**config.mk**
```make
export PLATFORM = sky130hd
export DESIGN_NAME = regfile_wb_arbiter_flat
export DESIGN_NICKNAME = d
export VERILOG_FILES = /design/src/rtl/regfile_wb_arbiter_pkg.sv /design/src/rtl/regfile_wb_arbiter_if.sv /design/src/rtl/regfile_wb_arbiter_rr_pick2.sv /design/src/rtl/regfile_wb_arbiter.sv /design/src/flat_wrapper.sv
export SDC_FILE = /design/constraint.sdc
export NUM_CORES = 1
export LEC_CHECK = 0
export BUFFER_PORTS_ARGS = -buffer_cell sky130_fd_sc_hd__clkbuf_2
export CELL_PAD_IN_SITES_DETAIL_PLACEMENT = 1
export CELL_PAD_IN_SITES_GLOBAL_PLACEMENT = 2
export CORE_AREA = 2 2 163 165
export CTS_CLUSTER_SIZE = 25
export DETAILED_ROUTE_END_ITERATION = 16
export DIE_AREA = 0 0 165 167
export MAX_ROUTING_LAYER = met4
export PLACE_DENSITY = 0.92
export SETUP_SLACK_MARGIN = 0.5
export SYNTH_ARGS = -nofsm -noshare
export SYNTH_HDL_FRONTEND = slang
export SYNTH_HIERARCHICAL = 1
export SYNTH_SLANG_ARGS = --single-unit
```
**constraint.sdc**
```tcl
create_clock -name clk -period 5.75 [get_ports clk]
set_input_delay 0.8625 -clock clk [delete_from_list [all_inputs] [get_ports clk]]
set_output_delay 0.8625 -clock clk [all_outputs]
set_load 0.1 [all_outputs]
```
**src/rtl/regfile_wb_arbiter_pkg.sv**
```systemverilog
// Shared regfile writeback definitions: data/index widths, the writeback
// request record and the number of regfile write ports.
`ifndef XLEN
`define XLEN 32
`endif
`ifndef ZERO_REG
`define ZERO_REG 0
`endif

package rf_pkg;
  localparam int NUM_WR_PORTS = 2;
  localparam int RF_IDX_W     = 5;
  localparam int RF_DATA_W    = `XLEN;

  typedef struct packed {
    logic                 valid;
    logic [RF_IDX_W-1:0]  idx;
    logic [RF_DATA_W-1:0] data;
  } wb_req_t;
endpackage

```
**src/rtl/regfile_wb_arbiter_if.sv**
```systemverilog
// Writeback producer handshake plus the two regfile write ports.
interface regfile_wb_arbiter_if #(
  parameter int NUM_REQ = 4,
  parameter int DATA_W  = rf_pkg::RF_DATA_W,
  parameter int IDX_W   = rf_pkg::RF_IDX_W
);
  localparam int CNT_W = $clog2(NUM_REQ + 1);

  logic [NUM_REQ-1:0]             req_valid;
  logic [NUM_REQ-1:0][IDX_W-1:0]  req_idx;
  logic [NUM_REQ-1:0][DATA_W-1:0] req_data;
  logic [NUM_REQ-1:0]             req_ready;
  logic                           wra_en;
  logic [IDX_W-1:0]               wra_idx;
  logic [DATA_W-1:0]              wra_data;
  logic                           wrb_en;
  logic [IDX_W-1:0]               wrb_idx;
  logic [DATA_W-1:0]              wrb_data;
  logic [CNT_W-1:0]               pending_cnt;

  modport master (
    output req_valid, req_idx, req_data,
    input  req_ready, wra_en, wra_idx, wra_data,
    input  wrb_en, wrb_idx, wrb_data, pending_cnt
  );

  modport slave (
    input  req_valid, req_idx, req_data,
    output req_ready, wra_en, wra_idx, wra_data,
    output wrb_en, wrb_idx, wrb_data, pending_cnt
  );
endinterface

```
**src/rtl/regfile_wb_arbiter_rr_pick2.sv**
```systemverilog
// Circular two-hit picker: first eligible slot from rr_ptr goes to port A,
// the next eligible slot with a different register index goes to port B.
module rr_pick2 #(
  parameter  int NUM_REQ = 4,
  parameter  int IDX_W   = 5,
  localparam int PTR_W   = $clog2(NUM_REQ)
) (
  input  logic [NUM_REQ-1:0]            eligible,
  input  logic [PTR_W-1:0]              rr_ptr,
  input  logic [NUM_REQ-1:0][IDX_W-1:0] idx,
  output logic [NUM_REQ-1:0]            grant_a,
  output logic [NUM_REQ-1:0]            grant_b,
  output logic                          valid_a,
  output logic                          valid_b
);
  logic [PTR_W:0]   pos;
  logic [PTR_W-1:0] slot;
  logic [IDX_W-1:0] a_idx;

  always_comb begin
    grant_a = '0;
    grant_b = '0;
    valid_a = 1'b0;
    valid_b = 1'b0;
    a_idx   = '0;
    pos     = '0;
    slot    = '0;
    for (int unsigned k = 0; k < NUM_REQ; k++) begin
      pos = {1'b0, rr_ptr} + (PTR_W+1)'(k);
      if (pos >= (PTR_W+1)'(NUM_REQ))
        pos = pos - (PTR_W+1)'(NUM_REQ);
      slot = pos[PTR_W-1:0];
      if (eligible[slot]) begin
        if (!valid_a) begin
          grant_a[slot] = 1'b1;
          valid_a       = 1'b1;
          a_idx         = idx[slot];
        end else if (!valid_b && idx[slot] != a_idx) begin
          grant_b[slot] = 1'b1;
          valid_b       = 1'b1;
        end
      end
    end
  end
endmodule

```
**src/rtl/regfile_wb_arbiter.sv**
```systemverilog
// Shares the regfile's two write ports among NUM_REQ writeback producers,
// each buffered by a one-entry holding slot and granted round-robin.
module regfile_wb_arbiter
  import rf_pkg::*;
#(
  parameter int NUM_REQ = 4,
  parameter int DATA_W  = RF_DATA_W,
  parameter int IDX_W   = RF_IDX_W
) (
  input logic           clk,
  input logic           reset,
  regfile_wb_arbiter_if.slave bus
);
  localparam int PTR_W = $clog2(NUM_REQ);
  localparam int CNT_W = $clog2(NUM_REQ + 1);

  logic [NUM_REQ-1:0]             hold_valid;
  logic [NUM_REQ-1:0][IDX_W-1:0]  hold_idx;
  logic [NUM_REQ-1:0][DATA_W-1:0] hold_data;
  logic [PTR_W-1:0]               rr_ptr;

  logic [NUM_REQ-1:0] eligible, zero_hit, grant_a, grant_b, gnt_a, gnt_b, retire;
  logic               valid_a, valid_b, en_a, en_b;
  logic [PTR_W-1:0]   last_grant;
  logic [CNT_W-1:0]   cnt;

  always_comb begin
    eligible = '0;
    zero_hit = '0;
    for (int unsigned i = 0; i < NUM_REQ; i++) begin
      eligible[i] = hold_valid[i] && (hold_idx[i] != IDX_W'(`ZERO_REG));
      zero_hit[i] = hold_valid[i] && (hold_idx[i] == IDX_W'(`ZERO_REG));
    end
  end

  rr_pick2 #(.NUM_REQ(NUM_REQ), .IDX_W(IDX_W)) u_pick (
    .eligible (eligible),
    .rr_ptr   (rr_ptr),
    .idx      (hold_idx),
    .grant_a  (grant_a),
    .grant_b  (grant_b),
    .valid_a  (valid_a),
    .valid_b  (valid_b)
  );

  // Grants are suppressed during reset so entries discarded by reset never write.
  assign en_a   = valid_a && !reset;
  assign en_b   = valid_b && !reset;
  assign gnt_a  = {NUM_REQ{en_a}} & grant_a;
  assign gnt_b  = {NUM_REQ{en_b}} & grant_b;
  assign retire = gnt_a | gnt_b | zero_hit;

  always_comb begin
    bus.wra_en   = en_a;
    bus.wrb_en   = en_b;
    bus.wra_idx  = '0;
    bus.wra_data = '0;
    bus.wrb_idx  = '0;
    bus.wrb_data = '0;
    last_grant   = '0;
    cnt          = '0;
    for (int unsigned i = 0; i < NUM_REQ; i++) begin
      if (gnt_a[i]) begin
        bus.wra_idx  = hold_idx[i];
        bus.wra_data = hold_data[i];
        if (!en_b) last_grant = PTR_W'(i);
      end
      if (gnt_b[i]) begin
        bus.wrb_idx  = hold_idx[i];
        bus.wrb_data = hold_data[i];
        last_grant   = PTR_W'(i);
      end
      cnt = cnt + CNT_W'(hold_valid[i]);
    end
  end

  assign bus.pending_cnt = cnt;
  assign bus.req_ready   = reset ? '0 : ~hold_valid;

  always_ff @(posedge clk) begin
    if (reset) begin
      hold_valid <= '0;
      rr_ptr     <= '0;
    end else begin
      for (int unsigned i = 0; i < NUM_REQ; i++) begin
        if (bus.req_valid[i] && !hold_valid[i]) begin
          hold_valid[i] <= 1'b1;
          hold_idx[i]   <= bus.req_idx[i];
          hold_data[i]  <= bus.req_data[i];
        end else if (retire[i]) begin
          hold_valid[i] <= 1'b0;
        end
      end
      if (en_a)
        rr_ptr <= (last_grant == PTR_W'(NUM_REQ - 1)) ? '0 : last_grant + 1'b1;
    end
  end
endmodule

```
**src/flat_wrapper.sv**
```systemverilog
// flat-port wrapper written by rule: the top's interface ports become plain ports
module regfile_wb_arbiter_flat import rf_pkg::*;
#(
  parameter int NUM_REQ = 4,
  parameter int DATA_W  = RF_DATA_W,
  parameter int IDX_W   = RF_IDX_W
)
  (clk, reset, bus_req_valid, bus_req_idx, bus_req_data, bus_req_ready, bus_wra_en, bus_wra_idx, bus_wra_data, bus_wrb_en, bus_wrb_idx, bus_wrb_data, bus_pending_cnt);
  regfile_wb_arbiter_if #(.NUM_REQ(NUM_REQ), .DATA_W(DATA_W), .IDX_W(IDX_W)) bus_i ();
  input logic clk;
  input logic reset;
  input wire logic [$bits(bus_i.req_valid)-1:0] bus_req_valid;
  input wire logic [$bits(bus_i.req_idx)-1:0] bus_req_idx;
  input wire logic [$bits(bus_i.req_data)-1:0] bus_req_data;
  output wire logic [$bits(bus_i.req_ready)-1:0] bus_req_ready;
  output wire logic [$bits(bus_i.wra_en)-1:0] bus_wra_en;
  output wire logic [$bits(bus_i.wra_idx)-1:0] bus_wra_idx;
  output wire logic [$bits(bus_i.wra_data)-1:0] bus_wra_data;
  output wire logic [$bits(bus_i.wrb_en)-1:0] bus_wrb_en;
  output wire logic [$bits(bus_i.wrb_idx)-1:0] bus_wrb_idx;
  output wire logic [$bits(bus_i.wrb_data)-1:0] bus_wrb_data;
  output wire logic [$bits(bus_i.pending_cnt)-1:0] bus_pending_cnt;
  assign bus_i.req_valid = bus_req_valid;
  assign bus_i.req_idx = bus_req_idx;
  assign bus_i.req_data = bus_req_data;
  assign bus_req_ready = bus_i.req_ready;
  assign bus_wra_en = bus_i.wra_en;
  assign bus_wra_idx = bus_i.wra_idx;
  assign bus_wra_data = bus_i.wra_data;
  assign bus_wrb_en = bus_i.wrb_en;
  assign bus_wrb_idx = bus_i.wrb_idx;
  assign bus_wrb_data = bus_i.wrb_data;
  assign bus_pending_cnt = bus_i.pending_cnt;
  regfile_wb_arbiter #(.NUM_REQ(NUM_REQ), .DATA_W(DATA_W), .IDX_W(IDX_W)) u_core (.clk(clk), .reset(reset), .bus(bus_i));
endmodule
```
# Word level (Yosys, flattened, before mapping)
# Index checks and enable logic that the tools add are counted.
# word_totals
reg_bits	154
in_bits	154
output_inout_bits	83
word_cells	191
# op_classes
addsub	11
n_lt_le_gt_ge	12
eq_ne	4
mux	97
bitwise	11
n_reduce_logical	43
# op_table
operator	count
$mux W32	8
$mux W5	17
$mux W4	17
$bmux W5 S2	4
$mux W1	30
$or A4 B4 Y4	7
$mux W2	13
$logic_and A1 B1 Y1	20
$logic_not A5 Y1	4
$reduce_bool A5 Y1	4
$ne A5 B5 Y1	3
$lt A2 B3 Y1 const B	4
$ge A3 B3 Y1 const B	3
$and A4 B4 Y4	2
$bmux W1 S2	4
$demux W1 S2	4
$ge A2 B1 Y1 const B	4
$reduce_and A2 Y1	4
$reduce_bool A2 Y1	4
$sub A2 B1 Y2 const B	4
$logic_not A1 Y1	7
$add A2 B2 Y3 const B	2
$add A3 B1 Y3	2
$not A4 Y4	1
6 further kinds	6

# Logic depth before layout (Yosys ltp)
# logic_depth
word_depth	31
depth_mapped	20

# Modules after synthesis
# The synthesis kept the hierarchy.
# by_module_without_submodules
mod	instances	cells_per_inst	area_per_inst_um2	seq_area_each_um2
regfile_wb_arbiter	1	562	7432.1	4564.4
rr_pick2	1	141	1420.1	0.0

# Worst setup path after synthesis
# Ideal clock, no wire load.
# synth_timing
path_type	register -> output
start	register u_core.rr_ptr[0]
end	output port bus_wrb_data[5]
t_arrival_ps	6241
required_time_ps	4888
slack_ps	-1353
stages_incl_launch_ff	20
path_buffers	5
cell_sequence	dfxtp_1 buf_6 buf_12 buf_4 inv_1 ha_1 buf_1 mux4_1 xor2_1 o21ai_0 o211ai_1 nand3b_1 o41ai_4 nand2b_1 nand2b_2 inv_2 nand2_1 clkbuf_1 o21ai_0 o21ai_0
# synth_between
elab_chain_cells	25
word_cells_on_any_way	87
cone_classes	7 x add/sub; 10 x order compare; 3 x eq/ne; 56 x mux; 3 x bitwise; 8 x reduce/logical
# synth_lines
element	line	source
start, declared	regfile_wb_arbiter.sv:20	logic [PTR_W-1:0] rr_ptr;
start signal, assigned	regfile_wb_arbiter.sv:95	rr_ptr <= (last_grant == PTR_W'(NUM_REQ - 1)) ? '0 : last_grant + 1'b1;
$add A2 B1 Y3 (tied with other cells)	regfile_wb_arbiter_rr_pick2.sv:29	pos = {1'b0, rr_ptr} + (PTR_W+1)'(k);
$ge A3 B3 Y1 (tied with other cells)	regfile_wb_arbiter_rr_pick2.sv:30	if (pos >= (PTR_W+1)'(NUM_REQ))
$mux W2 (tied with other cells)	regfile_wb_arbiter_rr_pick2.sv:30	
$bmux W5 S2 (tied with other cells)	regfile_wb_arbiter_rr_pick2.sv:37, regfile_wb_arbiter_rr_pick2.sv:38	
$mux W5, on equally long branches	regfile_wb_arbiter_rr_pick2.sv:37, regfile_wb_arbiter_rr_pick2.sv:38, regfile_wb_arbiter_rr_pick2.sv:33	
$ne A5 B5 Y1	regfile_wb_arbiter_rr_pick2.sv:38	end else if (!valid_b && idx[slot] != a_idx) begin
$mux W1	regfile_wb_arbiter_rr_pick2.sv:38	
$mux W1	regfile_wb_arbiter_rr_pick2.sv:34	if (!valid_a) begin
(+9 left out)	-	
$mux W1	regfile_wb_arbiter_rr_pick2.sv:34	
$mux W1 *	regfile_wb_arbiter_rr_pick2.sv:33	if (eligible[slot]) begin
via u_core.valid_b	regfile_wb_arbiter.sv:23	logic valid_a, valid_b, en_a, en_b;
$logic_and A1 B1 Y1 *	regfile_wb_arbiter.sv:48	assign en_b = valid_b && !reset;
via bus_wrb_en	flat_wrapper.sv:19	output wire logic [$bits(bus_i.wrb_en)-1:0] bus_wrb_en;
$and A4 B4 Y4 *	regfile_wb_arbiter.sv:50	assign gnt_b = {NUM_REQ{en_b}} & grant_b;
$mux W32 (3 in series)	regfile_wb_arbiter.sv:68	if (gnt_b[i]) begin
$mux W32 *	regfile_wb_arbiter.sv:68	
end, declared	flat_wrapper.sv:21	output wire logic [$bits(bus_i.wrb_data)-1:0] bus_wrb_data;
# Mark *: on every way through the listed nets, which the timed path passes. The rest lies on a longest branch. The select of a mux whose other input is x is not followed.

# Final worst setup path
# layout_timing
start	register u_core/hold_idx[7] (netlist bit)
end	output port bus_wrb_data[14]
# layout_between
word_cells_on_any_way	59
cone_classes	3 x eq/ne; 46 x mux; 3 x bitwise; 7 x reduce/logical
# layout_rtl
element	line	source
start, declared	regfile_wb_arbiter.sv:18	logic [NUM_REQ-1:0][IDX_W-1:0] hold_idx;
start signal, assigned by index	regfile_wb_arbiter.sv:88	hold_idx[i] <= bus.req_idx[i];
$reduce_bool A5 Y1 *	regfile_wb_arbiter.sv:31	eligible[i] = hold_valid[i] && (hold_idx[i] != IDX_W'(`ZERO_REG));
$logic_and A1 B1 Y1 *	regfile_wb_arbiter.sv:31	
via u_core.eligible[1]	regfile_wb_arbiter.sv:22	logic [NUM_REQ-1:0] eligible, zero_hit, grant_a, grant_b, gnt_a, gnt_b, retire;
$bmux W1 S2	regfile_wb_arbiter_rr_pick2.sv:33	
$mux W1 (not written as such)	regfile_wb_arbiter_rr_pick2.sv:33	
$mux W5	regfile_wb_arbiter_rr_pick2.sv:33	
$ne A5 B5 Y1	regfile_wb_arbiter_rr_pick2.sv:38	
$mux W1	regfile_wb_arbiter_rr_pick2.sv:38	
(+7 left out)	-	
$logic_not A1 Y1	regfile_wb_arbiter_rr_pick2.sv:38	
$logic_and A1 B1 Y1	regfile_wb_arbiter_rr_pick2.sv:38	
$mux W4	regfile_wb_arbiter_rr_pick2.sv:38	
$mux W4	regfile_wb_arbiter_rr_pick2.sv:34	
$mux W4 *	regfile_wb_arbiter_rr_pick2.sv:33	
via u_core.grant_b[1]	regfile_wb_arbiter.sv:22	
$and A4 B4 Y4 *	regfile_wb_arbiter.sv:50	
$mux W32 * (3 in series)	regfile_wb_arbiter.sv:68	
# Marks and branches as above.

==> flow_summary.yaml <==
worst_setup_path:
  cp_cell_sequence: "nor3_1 -> a21oi_1 -> mux4_2 -> buf_4 -> nand2b_1 -> a221oi_1 -> a31oi_1 -> nand3b_1 -> o41ai_4 -> buf_6 -> o31ai_4 -> and4bb_4 -> buf_4 -> buf_12 -> a221o_1 -> o21ai_2 -> o21ai_4 -> buf_12"
  max_stage_delay_ps: 660
  worst_path_max_delay_cell: "sky130_fd_sc_hd__mux4_2"
  crit_type: "register to primary output"
  start_kind: "register"
  rr_worst_depth: 17
  critPathRequiredTime_ps: 4890
  crit_path_capture_type: "primary output"
  critical_path_peak_fanout: 11
  worstPathArrival_ps: 5220
floorplanning:
  io-pin-count: 237
  start_util: 0.344
  die_height_um: 167
  die_area_um2: 27600
  number_of_standard_cell_rows_in_the_floorplan: 59
  design.core.area_um2: 25800
  die_w_um: 165
synthesis:
  syn_area_um2: 8850
  postSynthCellCount: 703
  synth_top_cell_area_share: 0.502
  total_number_of_yosys_warnings: 6
  syn_nets: 864
  yosys.cell_types.count: 62
  sequential_cell_area_fraction_in_the_yosys_report: 0.516
  leading_register_cell_type_out_of_synthesis: "sky130_fd_sc_hd__edfxtp_1"
  syn_area_per_cell_um2: 12.6
  ys_top_cells_by_area: "sky130_fd_sc_hd__edfxtp_1 (50%), sky130_fd_sc_hd__a221oi_2 (5.1%), sky130_fd_sc_hd__o31ai_2 (4.2%)"
  synth-seq-cells: 154
  netlist.top_cell.by_area: "sky130_fd_sc_hd__edfxtp_1"
  synth-async-reset-ratio: 0
  synth-edff-count: 148
timing:
  fmaxAchievable_mhz: 164
  totalNegativeSetupSlack_ps: -10660
  grt_setup_unrepaired: "true"
  relSlewSlack: 0.477
  min_period_over_period: 1.06
  finalHoldViolCount: 0
  worst-slew-pin-transition_ps: 785
  timing_max_transition_violations_final: 0
  timing.final.setup_violations: 37
  timing.final.ws_setup_ps: -336
  final.setup_skew_ps: 15.5
  min_period_ps: 6090
status:
  run_status: "finished, violations left"
  violations: "setup timing"
place:
  gp_congestion: 0.902
  hpwl_mm: 22.4
  placement.io_buffers: 236
  post_dp_cell_area_um2: 12100
route:
  detail_route.vias_per_cell: 6.25
  wire_per_inst_um: 32.5
  via_count: 8477
  ant_nets: 0
  totalWireLength_mm: 44.0
  drcViolationCount: 0
  detail_route.first_pass.iterations: 5
  detailedRoute.firstIterationViolations: 822
clock_network:
  cts_num_sinks: 154
  clock_tree.buffer_depth: 2
  clk_root_buffer_cell: "sky130_fd_sc_hd__clkbuf_16"
  hold_buffers: 0
  cts_buffers: 17
  worst_setup_hold_path_clk_slew_ps: 80
  htree_levels: 4
  cts_tree: "done"
  worstSkewPairLatency_ps: 450
cells_and_area:
  final_design_area_no_fill_um2: 14800
  area_growth_syn_to_layout_pct: 67.6
  layout-drive-gt1-share: 0.595
  finish.net_count: 1168
  fillers: 2447
  layout.area.seq_um2: 4560
  multi_input_comb_area_um2: 5420
global_routing:
  grt_util_all_layers: 0.275
  grt_start_max_net_pins: 39
  grt_pass1_vias: 8581
  antenna_found_initial: 1
  grt_pass1_wl_mm: 54.2
  global_route.overflow_total: 0
min_path:
  cells_on_worst_hold_path: 1
  hold_path_class: "input port to register"
flow_run:
  max-cap-violations: 0
[cell usage after synthesis (2+ instances only)]
| cell type | number |
|---|---|
| sky130_fd_sc_hd__nand3b_1 | 3 |
| sky130_fd_sc_hd__nand3_1 | 5 |
| sky130_fd_sc_hd__nor2_1 | 57 |
| sky130_fd_sc_hd__a31o_1 | 2 |
| sky130_fd_sc_hd__inv_1 | 15 |
| sky130_fd_sc_hd__a32oi_1 | 3 |
| sky130_fd_sc_hd__xnor2_1 | 8 |
| sky130_fd_sc_hd__and3b_1 | 4 |
| sky130_fd_sc_hd__o21ai_1 | 28 |
| sky130_fd_sc_hd__a31oi_1 | 5 |
| sky130_fd_sc_hd__buf_6 | 11 |
| sky130_fd_sc_hd__xor2_1 | 7 |
| sky130_fd_sc_hd__nor2b_4 | 2 |
| sky130_fd_sc_hd__and2_1 | 7 |
| sky130_fd_sc_hd__nand2b_1 | 4 |
| sky130_fd_sc_hd__o22ai_1 | 2 |
| sky130_fd_sc_hd__buf_4 | 12 |
| sky130_fd_sc_hd__buf_12 | 4 |
| sky130_fd_sc_hd__a21oi_1 | 8 |
| sky130_fd_sc_hd__a221oi_1 | 9 |
| sky130_fd_sc_hd__a221oi_2 | 30 |
| sky130_fd_sc_hd__mux2i_1 | 3 |
| sky130_fd_sc_hd__a221o_1 | 37 |
| sky130_fd_sc_hd__o41ai_4 | 2 |
| sky130_fd_sc_hd__mux4_1 | 8 |
| sky130_fd_sc_hd__a22oi_1 | 5 |
| sky130_fd_sc_hd__nand2_1 | 84 |
| sky130_fd_sc_hd__edfxtp_1 | 148 |
| sky130_fd_sc_hd__o21ai_0 | 52 |
| sky130_fd_sc_hd__or2_2 | 2 |
| sky130_fd_sc_hd__clkbuf_1 | 15 |
| sky130_fd_sc_hd__nor3_1 | 7 |
| sky130_fd_sc_hd__a311oi_2 | 2 |
| sky130_fd_sc_hd__mux4_2 | 16 |
| sky130_fd_sc_hd__a21o_1 | 6 |
| sky130_fd_sc_hd__buf_2 | 16 |
| sky130_fd_sc_hd__ha_1 | 6 |
| sky130_fd_sc_hd__o31ai_1 | 10 |
| sky130_fd_sc_hd__dfxtp_1 | 6 |
| sky130_fd_sc_hd__o31ai_2 | 30 |
[sequential cells by signal, indices dropped and copies added, names as in the netlist]
name	cells
u_core/hold_data	128
u_core/hold_idx	20
u_core/hold_valid	4
u_core/rr_ptr	2
[metrics by stage]
stage                     setup slack, ps  std cells   util  hold WS [ps]
after global placement                201       1241  0.471           699
final                                -336       1356  0.576           581
after floorplan                      13.4        703      -           495
after detailed placement             43.9       1241  0.471           705
after CTS                            4.03       1307  0.522           575
after global routing                 -403       1356  0.576           576
[kinds of logic after synthesis]
family / after synthesis / synth area share
AO/OA/AOI/OAI: 239 / 0.240
AND/OR/NAND/NOR: 185 / 0.0943
flip-flops: 154 / 0.516
buffers and inverters: 75 / 0.0558
multiplexers: 28 / 0.0691
XOR/XNOR: 15 / 0.0148
adder cells (fa/ha/maj): 7 / 0.0107
[cell usage in the layout (no fill, tap or decap), types with 34 or more instances in the layout]
cell and n:
sky130_fd_sc_hd__clkbuf_2 162, sky130_fd_sc_hd__o31ai_4 39, sky130_fd_sc_hd__buf_4 51, sky130_fd_sc_hd__a221oi_4 34
sky130_fd_sc_hd__edfxtp_1 148, sky130_fd_sc_hd__buf_12 89, sky130_fd_sc_hd__nor2_1 56, sky130_fd_sc_hd__a221o_1 37
sky130_fd_sc_hd__o21ai_2 40, sky130_fd_sc_hd__o21ai_4 37, sky130_fd_sc_hd__nand2_1 63
[worst max-delay path, delay by kind of cell, from the launching register on]
kind                   cells  cell delay [ps]
muxes                      1              660
AOI/OAI and AO/OA          8             1670
and+or+nand+nor            4             1050
buffers and inverters      5              850
DFF                        1              540
[final timing paths]
check | startpoint | to | slack [ps]
hold reg to reg | u_core/hold_valid[3] | u_core/hold_valid[3] | 720
setup / recovery | u_core/hold_idx[7] | bus_wrb_data[14] | -340
setup reg to reg | u_core/hold_idx[7] | u_core/rr_ptr[1] | 890
hold / removal | bus_req_data[120] | u_core/hold_data[120] | 580
[per-layer routing]
metal  GRT usage  routed length [µm]  up-vias
met5           -                   0        -
met3      0.0518                3380      154
li1            -                   -     3436
met4       0.111                2170        0
met1       0.318               16100     4324
met2       0.466               22400      563
[timing repair]
item | 4_1_cts | 5_1_grt
setup endpoints to repair | 75 | 74
pin swaps | 25 | 67
resized for setup | 106 | 125
setup buffers | 27 | 29
gates cloned | 7 | 19
[final cells by class]
| type | instances | share of cell area |
|---|---|---|
| Antenna cell | 1 | 0.000169 |
| Clock buffer | 18 | 0.0289 |
| Clock inverter | 14 | 0.0101 |
| Inverter | 16 | 0.00422 |
| Multi-Input combinational cell | 476 | 0.365 |
| Sequential cell | 154 | 0.308 |
| Tap cell | 335 | 0.0283 |
| Timing Repair Buffer | 342 | 0.255 |
Power is left out: the tool's default activity adds up to more than one toggle a clock period on the data nets, which glitch-free logic cannot reach.
